[config.mk]
export PLATFORM = sky130hd
export DESIGN_NAME = pipeline_hazard_unit
export DESIGN_NICKNAME = d
export VERILOG_FILES = /design/src/rtl/pipeline_hazard_unit.sv
export SDC_FILE = /design/constraint.sdc
export NUM_CORES = 1
export LEC_CHECK = 0
export ABC_AREA = 1
export ABC_CLOCK_PERIOD_IN_PS = 3650
export CAP_MARGIN = 20
export CORE_MARGIN = 8
export CORE_UTILIZATION = 40
export DETAILED_ROUTE_END_ITERATION = 10
export PLACE_DENSITY = 0.88
export SYNTH_ARGS = -nofsm -noshare
export SYNTH_HDL_FRONTEND = slang
export SYNTH_SLANG_ARGS = --single-unit
[constraint.sdc]
create_clock -name clock -period 3.65 [get_ports clock]
set_clock_uncertainty 0.15 [all_clocks]
set_input_delay 0.73 -clock clock [delete_from_list [all_inputs] [get_ports clock]]
set_output_delay 0.73 -clock clock [all_outputs]
set_load 0.05 [all_outputs]
[src/rtl/pipeline_hazard_unit.sv]
// ---------------------------------------------------------------------------
// pipeline_hazard_unit
//
// Operand bypass and hazard detection for an in-order core. Every instruction
// past decode is tracked in a DEPTH-entry scoreboard that shifts along with
// the pipeline. Decode-stage source operands are resolved from the youngest
// in-flight producer of the same register. If that producer's result is not
// yet present in stageData, a stall is raised.
//
// Ports
//   clock, reset      core clock, synchronous active-low reset
//   idValid..idIsLoad decode-stage instruction description
//   rfData1/2         register-file read data for rs1/rs2
//   stageData         result of tracked stage k at [k*XLEN +: XLEN]
//   flush             kill the decode instruction
//   hold              freeze the tracked pipeline
//   operand1/2        resolved source operand values
//   fwdSel1/2         0 = register file, k+1 = bypass from stage k
//   stall             decode must hold, PC must not advance
//   issue             decode instruction enters stage 0 this cycle
//   stallCount        saturating count of non-hold stall cycles
// ---------------------------------------------------------------------------
module pipeline_hazard_unit #(
    parameter int XLEN       = 32,
    parameter int DEPTH      = 3,
    parameter int REGBITS    = 5,
    parameter int ALU_READY  = 1,
    parameter int LOAD_READY = 2
) (
    input  logic                    clock,
    input  logic                    reset,
    input  logic                    idValid,
    input  logic [REGBITS-1:0]      idRs1,
    input  logic [REGBITS-1:0]      idRs2,
    input  logic                    idUse1,
    input  logic                    idUse2,
    input  logic [REGBITS-1:0]      idRd,
    input  logic                    idRegWrite,
    input  logic                    idIsLoad,
    input  logic [XLEN-1:0]         rfData1,
    input  logic [XLEN-1:0]         rfData2,
    input  logic [DEPTH*XLEN-1:0]   stageData,
    input  logic                    flush,
    input  logic                    hold,
    output logic [XLEN-1:0]         operand1,
    output logic [XLEN-1:0]         operand2,
    output logic [REGBITS-1:0]      fwdSel1,
    output logic [REGBITS-1:0]      fwdSel2,
    output logic                    stall,
    output logic                    issue,
    output logic [31:0]             stallCount
);

    localparam int IDXW = (DEPTH > 1) ? $clog2(DEPTH) : 1;

    // Scoreboard: valid, destination, writes-rd, result-comes-from-memory
    logic [DEPTH-1:0]              v_q, v_d;
    logic [DEPTH-1:0][REGBITS-1:0] rd_q, rd_d;
    logic [DEPTH-1:0]              wr_q, wr_d;
    logic [DEPTH-1:0]              ld_q, ld_d;
    logic [31:0]                   stall_cnt_q, stall_cnt_d;

    logic [DEPTH-1:0] match1_s, match2_s, ready_s;
    logic [IDXW-1:0]  prod1_s, prod2_s;
    logic             hit1_s, hit2_s, fwd1_s, fwd2_s, pend1_s, pend2_s;

    // Index of the lowest set bit, i.e. the youngest matching producer.
    function automatic logic [IDXW-1:0] youngest(input logic [DEPTH-1:0] m);
        logic [IDXW-1:0] idx;
        idx = {IDXW{1'b0}};
        for (int k = DEPTH - 1; k >= 0; k--) begin
            if (m[k]) begin
                idx = IDXW'(k);
            end else begin
                idx = idx;
            end
        end
        return idx;
    endfunction

    // Per-stage match vectors and result-ready flags.
    always_comb begin
        match1_s = {DEPTH{1'b0}};
        match2_s = {DEPTH{1'b0}};
        ready_s  = {DEPTH{1'b0}};
        for (int k = 0; k < DEPTH; k++) begin
            // x0 is hard-wired zero and never produced by the pipeline
            match1_s[k] = v_q[k] & wr_q[k] & (rd_q[k] == idRs1) &
                          (idRs1 != {REGBITS{1'b0}}) & idUse1;
            match2_s[k] = v_q[k] & wr_q[k] & (rd_q[k] == idRs2) &
                          (idRs2 != {REGBITS{1'b0}}) & idUse2;
            ready_s[k]  = ld_q[k] ? (k >= LOAD_READY) : (k >= ALU_READY);
        end
    end

    assign hit1_s  = |match1_s;
    assign hit2_s  = |match2_s;
    assign prod1_s = youngest(match1_s);
    assign prod2_s = youngest(match2_s);
    assign fwd1_s  = hit1_s & ready_s[prod1_s];
    assign fwd2_s  = hit2_s & ready_s[prod2_s];
    assign pend1_s = hit1_s & ~ready_s[prod1_s];
    assign pend2_s = hit2_s & ~ready_s[prod2_s];

    // Operand selection; a pending producer leaves the register-file value
    // on the operand since decode is stalled anyway.
    always_comb begin
        if (fwd1_s) begin
            operand1 = stageData[int'(prod1_s)*XLEN +: XLEN];
            fwdSel1  = REGBITS'(prod1_s) + REGBITS'(1);
        end else begin
            operand1 = rfData1;
            fwdSel1  = {REGBITS{1'b0}};
        end
        if (fwd2_s) begin
            operand2 = stageData[int'(prod2_s)*XLEN +: XLEN];
            fwdSel2  = REGBITS'(prod2_s) + REGBITS'(1);
        end else begin
            operand2 = rfData2;
            fwdSel2  = {REGBITS{1'b0}};
        end
    end

    // flush kills the decode instruction, so it can neither stall nor issue.
    assign stall      = idValid & ~flush & (pend1_s | pend2_s);
    assign issue      = idValid & ~stall & ~flush & ~hold;
    assign stallCount = stall_cnt_q;

    // Next scoreboard state: shift one stage unless frozen by hold.
    always_comb begin
        v_d         = v_q;
        rd_d        = rd_q;
        wr_d        = wr_q;
        ld_d        = ld_q;
        stall_cnt_d = stall_cnt_q;
        if (!hold) begin
            for (int k = DEPTH - 1; k >= 1; k--) begin
                v_d[k]  = v_q[k-1];
                rd_d[k] = rd_q[k-1];
                wr_d[k] = wr_q[k-1];
                ld_d[k] = ld_q[k-1];
            end
            v_d[0]  = issue;
            rd_d[0] = idRd;
            wr_d[0] = idRegWrite;
            ld_d[0] = idIsLoad;
            if (stall && (stall_cnt_q != 32'hFFFF_FFFF)) begin
                stall_cnt_d = stall_cnt_q + 32'd1;
            end else begin
                stall_cnt_d = stall_cnt_q;
            end
        end else begin
            stall_cnt_d = stall_cnt_q;
        end
    end

    // Scoreboard and stall counter registers.
    always_ff @(posedge clock) begin
        if (!reset) begin
            v_q         <= {DEPTH{1'b0}};
            rd_q        <= '0;
            wr_q        <= {DEPTH{1'b0}};
            ld_q        <= {DEPTH{1'b0}};
            stall_cnt_q <= 32'd0;
        end else begin
            v_q         <= v_d;
            rd_q        <= rd_d;
            wr_q        <= wr_d;
            ld_q        <= ld_d;
            stall_cnt_q <= stall_cnt_d;
        end
    end

endmodule
# Word level (Yosys, flattened, before mapping)
# Index checks and enable logic that the tools add are counted.
totals:
  out_inout_bits: 108
  register_bits: 55
  wordCells: 78
  inputBits: 184
classes:
  bitwise: 36
  n_mux: 15
  eq_ne: 7
  magnitude_cmp: 2
  n_addsub: 3
  reduce_logical: 6
  n_shift: 2
op_table:
  columns: ["cell", "n"]
  rows:
  - ["$shiftx A96 B8 Y32", 2]
  - ["$mux W32", 2]
  - ["$add A32 B1 Y32 const B", 1]
  - ["$ne A32 B32 Y1 const B", 1]
  - ["$and A1 B1 Y1", 30]
  - ["$eq A5 B5 Y1", 6]
  - ["$mux W2", 6]
  - ["$reduce_bool A5 Y1", 2]
  - ["$add A2 B1 Y3 const B", 2]
  - ["$lt A2 B3 Y1 const B", 2]
  - ["$mux W3", 2]
  - ["$reduce_or A3 Y1", 2]
  - ["$not A1 Y1", 5]
  - ["$bmux W1 S2", 2]
  - ["$mux W1", 3]
  - ["$reduce_and A2 Y1", 1]
  - ["$logic_and A1 B1 Y1", 1]
  - ["$or A1 B1 Y1", 1]

# Depth between registers and ports, before layout
depth:
  word_depth: 17
  depth_mapped: 15
  ltp_nobuf: 14

# Least setup slack after synthesis
# No wires, ideal clock.
synth_timing:
  path_type: "input-to-output"
  start: "input port idRs1[4]"
  end: "output port operand1[3]"
  setup_slack_ps: 4
  required_time_ps: 2770
  t_arrival_ps: 2766
  n_path_buf: 1
  path_stages: 10
  cell_sequence: "inv_1 nand2_1 nand2_1 nand3_1 nor2_4 nor2_1 nand2_2 buf_2 o21ai_0 o21ai_0"
synth_between:
  elab_chain_cells: 11
  elab_cells_between_ends: 22
synth_lines:
  columns: ["item", "line_no", "text"]
  rows:
  - ["start, declared", "33", "input logic [REGBITS-1:0] idRs1,"]
  - ["parallel branches: the longest is 10 deep, another holds $shiftx A96 B8 Y32", null, null]
  - ["$mux W32 *", "108", "if (fwd1_s) begin"]
  - ["end, declared", "45", "output logic [XLEN-1:0] operand1,"]
# Mark *: on every way between the ends. The select of a mux whose other input is x is not followed.

# Worst setup path in the final report
layout_timing:
  start: "input port idRs1[1]"
  end: "output port operand1[21]"
# Same word-level chain as after synthesis.

==> reports/summary.txt <==
post-synthesis xor/xnor area fraction = 5.85%
maximum number of pins on one net before global-route repair = 36
via count of the first global-routing pass = 7326
slew at the pin closest to its max-slew limit = 0.559 ns
final weighted congestion of routability-driven global placement = 0.969
area of the die = 17900 µm²
post-synthesis cell count = 967
total global-route track usage = 27.8%
result of the run = finished clean
HP Class = reg2reg
fraction of layout instances using a drive strength above 1 = 18.1%
data required time of the critical path = 2.77 ns
final hold slack = 0.333 ns
category of the worst setup path capture point = output pin
period utilisation layout = 97.5%
CTS tree = built
Cell Rows = 43
Max-slew headroom = 62.6%
count of final hold-check violations = 0
area post-placement = 9120 µm²
post-synthesis adder-cell area fraction = 0.678%
drt drc = 0
Filler cells = 1157
area of the core = 13700 µm²
Lkg Pwr = 4.18 nW
number of antenna violations at the first check in global routing = 0
post-route setup slack = 0.0927 ns
Layout Cell Area excl Fill = 9580 µm²
placed instance count = 1432
combined flip-flop and latch cell area = 1100 µm²
total vias in the final route = 7966
final max-slew violation count = 0
clock tree buffer depth = 2
area of the multi-input gates = 3990 µm²
total design power = 1.82 mW
Arrival @ worst endpoint = 2.68 ns
count of routing violations after the opening detailed-route iteration = 672
total clock sinks = 55
Setup CP Type = in2out
clock insertion delay at the later pin of the skew report = 0.29 ns
global-route wire length before repair = 40400 µm
proportion of synthesized area in mux cells = 0%
reported max-cap violation count = 0
flip-flop and latch count after synthesis = 55
Layout Area Growth over Synthesis = 72.9%
post-synthesis sequential area ratio = 19.9%
number of iterations in the first detailed-routing pass = 6
Critical Path Fanout Max = 14
clock transition at the register clock pins on the worst setup and hold paths after CTS = 0.08 ns
number of antenna-violating nets in the routed design = 0
power per standard cell area = 190 nW/µm²
final cell utilization of the core = 69.8%
post-route setup TNS = 0 ns
pre-CTS setup slack = -0.186 ns
H-tree depth reported by CTS = 2
Avg Synthesized Cell Area = 5.73 µm²
Final nets = 1454
Fmax achieved = 0.281 GHz
final cell count without fillers = 1448
initial standard-cell utilization of the core = 40.4%
yosys synthesis warning count = 0
number of buffers added on ports = 287
synthesized-area fraction occupied by and/or/nand/nor cells = 48.2%
CP startpoint kind = primary input
root buffer cell = sky130_fd_sc_hd__clkbuf_16
antenna fix cells = 0
crit path time final = 3.56 ns
wire length per cell = 18.6 µm
detail-routed via count per cell = 5.50
netlist area before placement = 5540 µm²
area fraction in compound gates after synthesis = 15.0%
Die H = 134 µm
setup-violating endpoint count in the final report = 0
wirelength, routed = 26900 µm
clock buffer count from CTS = 5
combinational family with the most area after synthesis = simple AND/OR/NAND/NOR gates
Die X = 134 µm
I/O pin cnt = 292
maximum resistive drop on vdd = 0.000177 V
number of distinct library cells after synthesis = 37
Remaining Overflow, GRT = 0
placed wire-length estimate = 20900 µm
==> logic make-up after synthesis <==
group	count (synthesis)
DFF	55
buffers and inverters	116
AOI/OAI and AO/OA	138
other	1
adders and majority gates	3
xor gates and xnor gates	37
and+or+nand+nor	617
==> cell usage after synthesis <==
master	count	area [µm²]
sky130_fd_sc_hd__dfxtp_1	55	1100
sky130_fd_sc_hd__nor2_4	4	45.0
sky130_fd_sc_hd__o211ai_1	38	285
sky130_fd_sc_hd__inv_4	1	6.26
sky130_fd_sc_hd__a21oi_2	11	96.3
sky130_fd_sc_hd__buf_1	1	3.75
sky130_fd_sc_hd__nor3_1	10	50.1
sky130_fd_sc_hd__ha_1	3	37.5
sky130_fd_sc_hd__and2_1	2	12.5
sky130_fd_sc_hd__a21boi_0	1	7.51
sky130_fd_sc_hd__nand4_1	29	181
sky130_fd_sc_hd__nand3_1	74	370
sky130_fd_sc_hd__nor2_1	71	267
sky130_fd_sc_hd__xor2_1	24	210
sky130_fd_sc_hd__a21oi_1	41	205
sky130_fd_sc_hd__nand2_1	381	1430
sky130_fd_sc_hd__or2_2	15	93.8
sky130_fd_sc_hd__conb_1	1	3.75
sky130_fd_sc_hd__clkbuf_2	1	5.00
sky130_fd_sc_hd__clkbuf_1	11	41.3
sky130_fd_sc_hd__xnor2_1	13	114
sky130_fd_sc_hd__o21ai_0	36	180
sky130_fd_sc_hd__buf_6	7	78.8
sky130_fd_sc_hd__nor4b_1	1	8.76
sky130_fd_sc_hd__clkinv_1	1	3.75
sky130_fd_sc_hd__inv_2	13	48.8
sky130_fd_sc_hd__nor2_2	2	12.5
sky130_fd_sc_hd__inv_1	46	173
sky130_fd_sc_hd__buf_2	20	100
sky130_fd_sc_hd__nand2_2	14	87.6
sky130_fd_sc_hd__nand3_2	2	20.0
sky130_fd_sc_hd__buf_4	15	113
sky130_fd_sc_hd__nand2_4	2	22.5
sky130_fd_sc_hd__nor3b_1	1	7.51
sky130_fd_sc_hd__nand4_2	1	12.5
sky130_fd_sc_hd__nor4_1	8	50.1
sky130_fd_sc_hd__o21ai_1	11	55.1
==> report_power, final <==
| group | leakage, nW | total (mW) | internal, mW | switching, mW |
|---|---|---|---|---|
| sequential | 0.448 | 0.632 | 0.616 | 0.0161 |
| combinational | 3.66 | 0.700 | 0.347 | 0.353 |
| clock | 0.0740 | 0.487 | 0.255 | 0.232 |
| total | 4.18 | 1.82 | 1.22 | 0.601 |
==> flip-flops by register name, summed over array words and instances (netlist names) <==
| signal | flops |
|---|---|
| wr_q | 3 |
| v_q | 3 |
| ld_q | 2 |
| rd_q | 15 |
| stallCount | 32 |
==> layer usage <==
layer	up-vias	share of wire (%)	wire length (µm)	GRT usage, %
li1	3758	-	-	-
met4	0	3.4	903	8.30
met2	504	49	13300	48.3
met1	3618	38	10400	33.9
met3	86	8.8	2380	5.23
met5	-	0	0	0
==> area by class of cell <==
class | count | share of cell area [%]
multi-input combinational | 799 | 41.7
timing repair buffer | 345 | 40.4
sequential | 55 | 11.5
inverter | 61 | 2.52
tap | 180 | 2.35
clock buffer | 5 | 1.31
clock inverter | 3 | 0.196
==> final timing paths <==
path | startpoint | to | slack, ns | depth (start not counted)
max | idRs1[1] | operand1[21] | 0.09 | 13
min | v_q[0]$_SDFFE_PN0N_ | v_q[0]$_SDFFE_PN0N_ | 0.33 | 2
max reg2reg | stallCount[0]$_SDFFE_PN0P_ | stallCount[22]$_SDFFE_PN0P_ | 1.29 | 10
min reg2reg | v_q[0]$_SDFFE_PN0N_ | v_q[0]$_SDFFE_PN0N_ | 0.33 | 2
==> cells in the final DEF, fill, tap and decap left out, drive strengths merged <==
cell,n
buf,125
nand4,30
nor3,10
a21boi,1
o211ai,38
a21oi,52
nor4b,1
nor3b,1
nor4,8
o21ai,47
nor2,77
or2,15
xnor2,13
clkbuf,12
clkdlybuf4s50,203
conb,4
dfxtp,55
ha,3
dlymetal6s2s,2
and2,2
clkdlybuf4s15,3
dlygate4sd2,5
nand3,76
nand2,397
xor2,24
clkinv,3
inv,61
==> worst max-delay path, cell delays in order <==
cell,delay (ns)
sky130_fd_sc_hd__clkdlybuf4s15_1,0.27
sky130_fd_sc_hd__nor2_2,0.20
sky130_fd_sc_hd__nand3_2,0.14
sky130_fd_sc_hd__nand3_2,0.12
sky130_fd_sc_hd__nor2_4,0.07
sky130_fd_sc_hd__nor2_4,0.14
sky130_fd_sc_hd__nand2_4,0.12
sky130_fd_sc_hd__buf_12,0.16
sky130_fd_sc_hd__buf_16,0.14
sky130_fd_sc_hd__nand3_1,0.09
sky130_fd_sc_hd__o21ai_0,0.10
sky130_fd_sc_hd__o21ai_1,0.23
sky130_fd_sc_hd__buf_12,0.17
==> timing repair <==
action,4_1_cts,5_1_grt
setup endpoints to repair,68,68
gates cloned,1,4
buffers inserted,1,2
gates resized for setup,21,44
hold buffers,0,0
pin swaps,3,13
Power figures use the tool's default switching activity.
